--- src/rtl/cpu_pkg.sv ---
// rtl/cpu_pkg.sv - shared CPU constants: instruction field positions, fetch states, PC helpers
//
// Purpose: single source of truth for the instruction word layout and the fetch
//          state encoding, reused by the fetch stage and the datapath decoders.
// Contents:
//   PC_W, INSTR_W           widths of the program counter and instruction word
//   DEFAULT_HALT_WORD       instruction word that stops fetching
//   *_HI / *_LO, S_BIT      bit positions of the decoded fields
//   fetch_state_e           fetch sequencer states
//   pc_next()               16-bit wrapping PC increment

package cpu_pkg;

    localparam int PC_W    = 16;
    localparam int INSTR_W = 32;

    localparam logic [INSTR_W-1:0] DEFAULT_HALT_WORD = 32'hFFFF_FFFF;

    localparam int COND_HI   = 31;
    localparam int COND_LO   = 28;
    localparam int OPCODE_HI = 27;
    localparam int OPCODE_LO = 24;
    localparam int S_BIT     = 23;
    localparam int DEST_HI   = 22;
    localparam int DEST_LO   = 19;
    localparam int SRC2_HI   = 18;
    localparam int SRC2_LO   = 15;
    localparam int SRC1_HI   = 14;
    localparam int SRC1_LO   = 11;
    localparam int SHROR_HI  = 10;
    localparam int SHROR_LO  = 6;
    // The move immediate overlaps source_2/source_1/shift; its low end is the
    // lowest bit any field uses.
    localparam int IVMOV_HI  = 18;
    localparam int IVMOV_LO  = 3;

    typedef enum logic [2:0] {
        FETCH_IDLE  = 3'd0,
        FETCH_REQ   = 3'd1,
        FETCH_WAIT  = 3'd2,
        FETCH_VALID = 3'd3,
        FETCH_HALT  = 3'd4
    } fetch_state_e;

    // Unsigned increment; 16'hFFFF rolls over to 16'h0000.
    function automatic logic [PC_W-1:0] pc_next(input logic [PC_W-1:0] pc);
        return pc + PC_W'(1);
    endfunction

endpackage

--- src/rtl/instr_decode.sv ---
// rtl/instr_decode.sv - pure combinational slicer of an instruction word into its fields
//
// Purpose: split an instruction word into the datapath control fields.
// Ports:
//   instr_i         in  [31:3]  instruction word (bits 2:0 belong to no field)
//   cond_o          out 4       condition code
//   opcode_o        out 4       operation
//   s_o             out 1       set-flags bit
//   dest_o          out 4       destination register
//   src2_o          out 4       second source register
//   src1_o          out 4       first source register
//   iv_shift_ror_o  out 5       shift / rotate amount
//   iv_mov_o        out 16      move immediate

module instr_decode
    import cpu_pkg::*;
(
    input  logic [INSTR_W-1:IVMOV_LO]  instr_i,
    output logic [3:0]                 cond_o,
    output logic [3:0]                 opcode_o,
    output logic                       s_o,
    output logic [3:0]                 dest_o,
    output logic [3:0]                 src2_o,
    output logic [3:0]                 src1_o,
    output logic [4:0]                 iv_shift_ror_o,
    output logic [15:0]                iv_mov_o
);

    assign cond_o         = instr_i[COND_HI:COND_LO];
    assign opcode_o       = instr_i[OPCODE_HI:OPCODE_LO];
    assign s_o            = instr_i[S_BIT];
    assign dest_o         = instr_i[DEST_HI:DEST_LO];
    assign src2_o         = instr_i[SRC2_HI:SRC2_LO];
    assign src1_o         = instr_i[SRC1_HI:SRC1_LO];
    assign iv_shift_ror_o = instr_i[SHROR_HI:SHROR_LO];
    assign iv_mov_o       = instr_i[IVMOV_HI:IVMOV_LO];

endmodule

--- src/rtl/instruction_fetch.sv ---
// rtl/instruction_fetch.sv - sequential fetch stage: PC, RAM read sequencing, valid/ready presentation
//
// Purpose: owns the program counter, issues reads to the instruction RAM, captures
//          the returned word and presents it with its decoded fields under a
//          valid/ready handshake. Supports branch redirect and a halt word.
// Parameters:
//   RAM_LATENCY  cycles from request to RAM data valid (1..4)
//   START_ADDR   PC after reset
//   HALT_WORD    instruction word that stops fetching until reset
// Ports:
//   Clk, Reset                 clock (rising edge), asynchronous active-high reset
//   Start                      leave IDLE and begin fetching
//   Enable, RW_ram, Address_in RAM request (RW_ram is always read)
//   Out                        RAM read data
//   Instr_valid, Instr_ready   presentation handshake
//   Instruction + fields, pc   held instruction, its decoded fields and its address
//   Branch_taken, Branch_target redirect request
//   Halted                     fetch stopped on HALT_WORD

module instruction_fetch
    import cpu_pkg::*;
#(
    parameter int                 RAM_LATENCY = 1,
    parameter logic [PC_W-1:0]    START_ADDR  = 16'h0000,
    parameter logic [INSTR_W-1:0] HALT_WORD   = DEFAULT_HALT_WORD
) (
    input  logic                Clk,
    input  logic                Reset,
    input  logic                Start,
    output logic                Enable,
    output logic                RW_ram,
    output logic [PC_W-1:0]     Address_in,
    input  logic [INSTR_W-1:0]  Out,
    output logic                Instr_valid,
    input  logic                Instr_ready,
    output logic [INSTR_W-1:0]  Instruction,
    output logic [3:0]          Cond,
    output logic [3:0]          OpCode,
    output logic                S,
    output logic [3:0]          destination,
    output logic [3:0]          source_2,
    output logic [3:0]          source_1,
    output logic [4:0]          IV_ShiftRor,
    output logic [15:0]         IV_Mov,
    output logic [PC_W-1:0]     pc,
    input  logic                Branch_taken,
    input  logic [PC_W-1:0]     Branch_target,
    output logic                Halted
);

    // WAIT counts down from this value; the edge leaving count 0 captures RAM data.
    localparam logic [1:0] LAST_WAIT = 2'(RAM_LATENCY - 1);

    fetch_state_e        state_q, state_d;
    logic [PC_W-1:0]     pc_q, pc_d;
    logic [1:0]          wait_cnt_q, wait_cnt_d;
    logic [INSTR_W-1:0]  instr_q, instr_d;

    always_ff @(posedge Clk or posedge Reset) begin
        if (Reset) begin
            state_q    <= FETCH_IDLE;
            pc_q       <= START_ADDR;
            wait_cnt_q <= 2'd0;
            instr_q    <= '0;
        end else begin
            state_q    <= state_d;
            pc_q       <= pc_d;
            wait_cnt_q <= wait_cnt_d;
            instr_q    <= instr_d;
        end
    end

    always_comb begin
        state_d    = state_q;
        pc_d       = pc_q;
        wait_cnt_d = wait_cnt_q;
        instr_d    = instr_q;

        case (state_q)
            FETCH_IDLE: begin
                if (Start) begin
                    state_d = FETCH_REQ;
                end
            end

            FETCH_REQ: begin
                if (Branch_taken) begin
                    pc_d    = Branch_target;
                    state_d = FETCH_REQ;
                end else begin
                    wait_cnt_d = LAST_WAIT;
                    state_d    = FETCH_WAIT;
                end
            end

            FETCH_WAIT: begin
                // A redirect abandons the read in flight, including on the
                // capture edge itself, so the stale word never reaches instr_q.
                if (Branch_taken) begin
                    pc_d    = Branch_target;
                    state_d = FETCH_REQ;
                end else if (wait_cnt_q == 2'd0) begin
                    if (Out == HALT_WORD) begin
                        state_d = FETCH_HALT;
                    end else begin
                        instr_d = Out;
                        state_d = FETCH_VALID;
                    end
                end else begin
                    wait_cnt_d = wait_cnt_q - 2'd1;
                end
            end

            FETCH_VALID: begin
                // Branch has priority over an accept in the same cycle.
                if (Branch_taken) begin
                    pc_d    = Branch_target;
                    state_d = FETCH_REQ;
                end else if (Instr_ready) begin
                    pc_d    = pc_next(pc_q);
                    state_d = FETCH_REQ;
                end
            end

            FETCH_HALT: begin
                state_d = FETCH_HALT;
            end

            default: begin
                state_d = FETCH_IDLE;
            end
        endcase
    end

    assign Enable      = (state_q == FETCH_REQ) || (state_q == FETCH_WAIT);
    assign RW_ram      = 1'b1;
    assign Address_in  = pc_q;
    assign pc          = pc_q;
    assign Instr_valid = (state_q == FETCH_VALID);
    assign Halted      = (state_q == FETCH_HALT);
    assign Instruction = instr_q;

    instr_decode u_decode (
        .instr_i        (instr_q[INSTR_W-1:IVMOV_LO]),
        .cond_o         (Cond),
        .opcode_o       (OpCode),
        .s_o            (S),
        .dest_o         (destination),
        .src2_o         (source_2),
        .src1_o         (source_1),
        .iv_shift_ror_o (IV_ShiftRor),
        .iv_mov_o       (IV_Mov)
    );

endmodule
--- config.mk ---
export PLATFORM = sky130hd
export DESIGN_NAME = instruction_fetch
export DESIGN_NICKNAME = d
export VERILOG_FILES = /design/src/rtl/cpu_pkg.sv /design/src/rtl/instr_decode.sv /design/src/rtl/instruction_fetch.sv
export SDC_FILE = /design/constraint.sdc
export NUM_CORES = 1
export LEC_CHECK = 0
export ABC_AREA = 1
export BUFFER_PORTS_ARGS = -buffer_cell sky130_fd_sc_hd__buf_2
export CAP_MARGIN = 0
export CORE_MARGIN = 2
export CORE_UTILIZATION = 26
export CTS_BUF_LIST = sky130_fd_sc_hd__clkbuf_8
export CTS_CLUSTER_DIAMETER = 30
export DETAILED_ROUTE_END_ITERATION = 10
export GPL_TIMING_DRIVEN = 1
export HOLD_SLACK_MARGIN = 0.08
export PLACE_DENSITY = 0.47
export SYNTH_ARGS = -nofsm -noshare
export SYNTH_HDL_FRONTEND = slang
export SYNTH_SLANG_ARGS = --single-unit
--- constraint.sdc ---
create_clock -name Clk -period 2.5 [get_ports Clk]
set_input_delay 0.375 -clock Clk [delete_from_list [all_inputs] [get_ports Clk]]
set_output_delay 0.375 -clock Clk [all_outputs]
set_load 0.1 [all_outputs]
==> results.md <==
* Post-route setup TNS at 0 ns
* FF-to-FF setup slack at between 0.6 and 0.7 ns
* Synth Register Bits at 53
* Finish-stage setup viols at 0
* Gpl congestion at between 0.8 and 0.9
* Max-cap violations at 0
* Worst path depth at 4
* Post-synthesis sequential area ratio at approximately two fifths
* Crit path buf inv count at 2
* CP top delay family: flip-flops
* Top Ports at between 150 and 200
* Clk_skew at about 0.0086 ns
* CP max stage cell: dfrtp_1
* Die H at between 100 and 150 um
* Period Utilization, post-route at approximately 80%
* Layout area overhead at 16.8%
* CTS resizes at 0
* Drt initial violations at about 220
* RSZ-0062 raised after global routing: false
* Core area at ~13000 sq um
* Reg clk slew, reported paths at around 0.1 ns
* Tmin final at ~2.0 ns
* Max frequency at 0.512 GHz
* Final Hold Vio Count at 0
* Syn Area/Cell at between 7 and 8 sq um
* Nets at 625
* Layout cells sized above 1 at 33.0%
* Die ar. at between 10000 and 15000 sq um
* Post-CTS Hold Buffers at 0
* Crit path launch type: register
* Pre-CTS WS at between 0.5 and 0.6 ns
* DRC Markers at 0
* Clock buffer depth at 2
* Total clock sinks at between 50 and 60
* Worst setup margin at between 0.5 and 0.6 ns
* Status: finished clean
* Max-slew headroom at between 60% and 70%
* Setup bufs post-CTS at 0
* Largest net degree at the start of global routing at 35
* Worst path max stage delay at about 0.48 ns
* CP required at about 2.1 ns
* Htree depth at 2
* Via count at ~3.1k
* Routed wire length at ~9 mm
* FF-to-FF End: Instruction[14]$_DFFE_PP0P_
* Grt ovf at 0
* Antenna-violating nets left at 0
* Drt first pass iters at 4
* Post-Synthesis Cells at ~470
* I/O Buffers at approximately 160
* Wire length per cell at about 12 um
* Ant diodes at 0
* Crit path DAT at ~1.6 ns
* CP Cell Sequence: nor2_1 > nand2_1 > inv_1 > buf_2
* Main combinational cell family by area after synthesis: simple AND/OR/NAND/NOR gates
* CTS tree: yes
* Worst Hold Class: in -> async
* Crit Path Class: reg -> out
* First-pass GRT wire length at 14.5 mm
* Syn nets at roughly 530
* Worst R2R Start: state_q[2]$_DFFE_PP0P_
* Yosys cell types at 31
* Measured slew at the worst slew-check pin at 0.508 ns
* Post-synthesis xor/xnor area fraction at 0.511%
* Synth Area in Compound Gates at roughly 3.1%
* Mux share of post-synthesis cell area at 0%
* TritonCTS Buffers at 5
* Crit. End Element: output pin
* R2R cell count at 8
* Worst-path fanout max at 6
* Vias/cell at approximately 4.2
* Final design utilization at 31.4%
* Slew Limit Fails at 0
* Initial Utilization at 26.9%
* Worst skew pair latency at between 0.3 and 0.4 ns
* Number of global-route vias before repair at around 2.9k
* Die width at about 120 um
* Post-Syn Area at ~3400 sq um
* Synthesis Warnings at 0
* Tot GR Track Use at roughly an eighth
* DPL Wire Length at slightly below 7 mm
* Antenna violations before repair at 0
* Fraction of the mapped netlist area in adder cells at 0.729%
* Rows at 41
* CTS Root Cell: clkbuf_8
* Synth Area in Simple Gates at between 30% and 40%
## cell usage after synthesis
| cell | number | area share (%) |
|---|---|---|
| o21ai_1 | 8 | 1.2 |
| nor2_1 | 48 | 5.3 |
| nand3_1 | 50 | 7.3 |
| a21oi_1 | 2 | 0.29 |
| inv_4 | 1 | 0.18 |
| nand2_4 | 4 | 1.3 |
| nor3_1 | 2 | 0.29 |
| xor2_1 | 1 | 0.26 |
| nand2_2 | 5 | 0.91 |
| o22ai_1 | 1 | 0.18 |
| inv_2 | 2 | 0.22 |
| nor2_4 | 1 | 0.33 |
| xnor2_1 | 1 | 0.26 |
| nand2_1 | 170 | 19 |
| dfrtp_1 | 53 | 39 |
| ha_1 | 2 | 0.73 |
| nand4_1 | 6 | 1.1 |
| clkbuf_1 | 3 | 0.33 |
| o21ai_0 | 7 | 1.0 |
| buf_6 | 7 | 2.3 |
| a21o_1 | 1 | 0.22 |
| nor2_2 | 1 | 0.18 |
| a21boi_0 | 1 | 0.22 |
| nand3_2 | 1 | 0.29 |
| nand3b_1 | 3 | 0.66 |
| nand3b_4 | 1 | 0.58 |
| conb_1 | 1 | 0.11 |
| inv_1 | 25 | 2.7 |
| nor2_8 | 1 | 0.58 |
| and2_1 | 1 | 0.18 |
| buf_4 | 62 | 14 |
## state kept, by name (all words and copies together) (netlist names)
register,cells
Address_in,16
Instruction,32
state_q,3
wait_cnt_q,2
## kinds of logic after synthesis
group                      Yosys count
and+or+nand+nor                    294
buffers and inverters              100
xor gates and xnor gates             2
adders and majority gates            2
other                                1
AOI/OAI and AO/OA                   20
DFF                                 53
## routing by layer
metal	vias up	wire (um)	track usage, %
li1	1613	-	-
met4	0	94	3.35
met5	-	0	0
met3	6	489	2.39
met2	91	4220	20.8
met1	1414	4080	16.8
## worst max-delay path by stage
stage | startpoint | endpoint | slack [ns]
2_1_floorplan | Address_in[0]$_DFFE_PP0P_ | Address_in[14]$_DFFE_PP0P_ | 0.43
3_3_place_gp | Branch_taken | Instruction[15]$_DFFE_PP0P_ | 0.59
3_5_place_dp | Branch_taken | Instruction[30]$_DFFE_PP0P_ | 0.58
4_1_cts | state_q[1]$_DFFE_PP0P_ | Halted | 0.52
5_1_grt | state_q[1]$_DFFE_PP0P_ | Halted | 0.40
6_report | state_q[1]$_DFFE_PP0P_ | Halted | 0.55
## cell usage in the layout (no fill, tap or decap), types with 2 or more instances in the layout
master and count:
o21ai_1 8, nand3b_1 3, buf_2 161, nand2_2 5
clkbuf_8 5, nand2_1 170, nor3_1 2, inv_2 3
nand3_1 50, ha_1 2, nor2_1 48, o21ai_0 7
nand2_4 4, a21oi_1 2, nand4_1 6, inv_1 24
dfrtp_1 53
## metrics by stage
stage	cell area (sq um)	cells	hold WS, ns
finish	4010	742	0.0894
global route	4010	742	0.108
CTS	4010	742	0.0951
detailed placement	3920	735	0.456
global placement	3920	735	0.441
floorplan	3430	472	0.443
## final cells by class
cell class	instances	area [sq um]
fill	1389	8760
multi-input combinational	319	1440
sequential	53	1330
timing repair buffer	163	833
tap	172	215
inverter	28	108
clock buffer	5	68.8
clock inverter	2	16.3
Power is left out: the tool's default activity adds up to more than one toggle a clock period on the data nets, which glitch-free logic cannot reach.
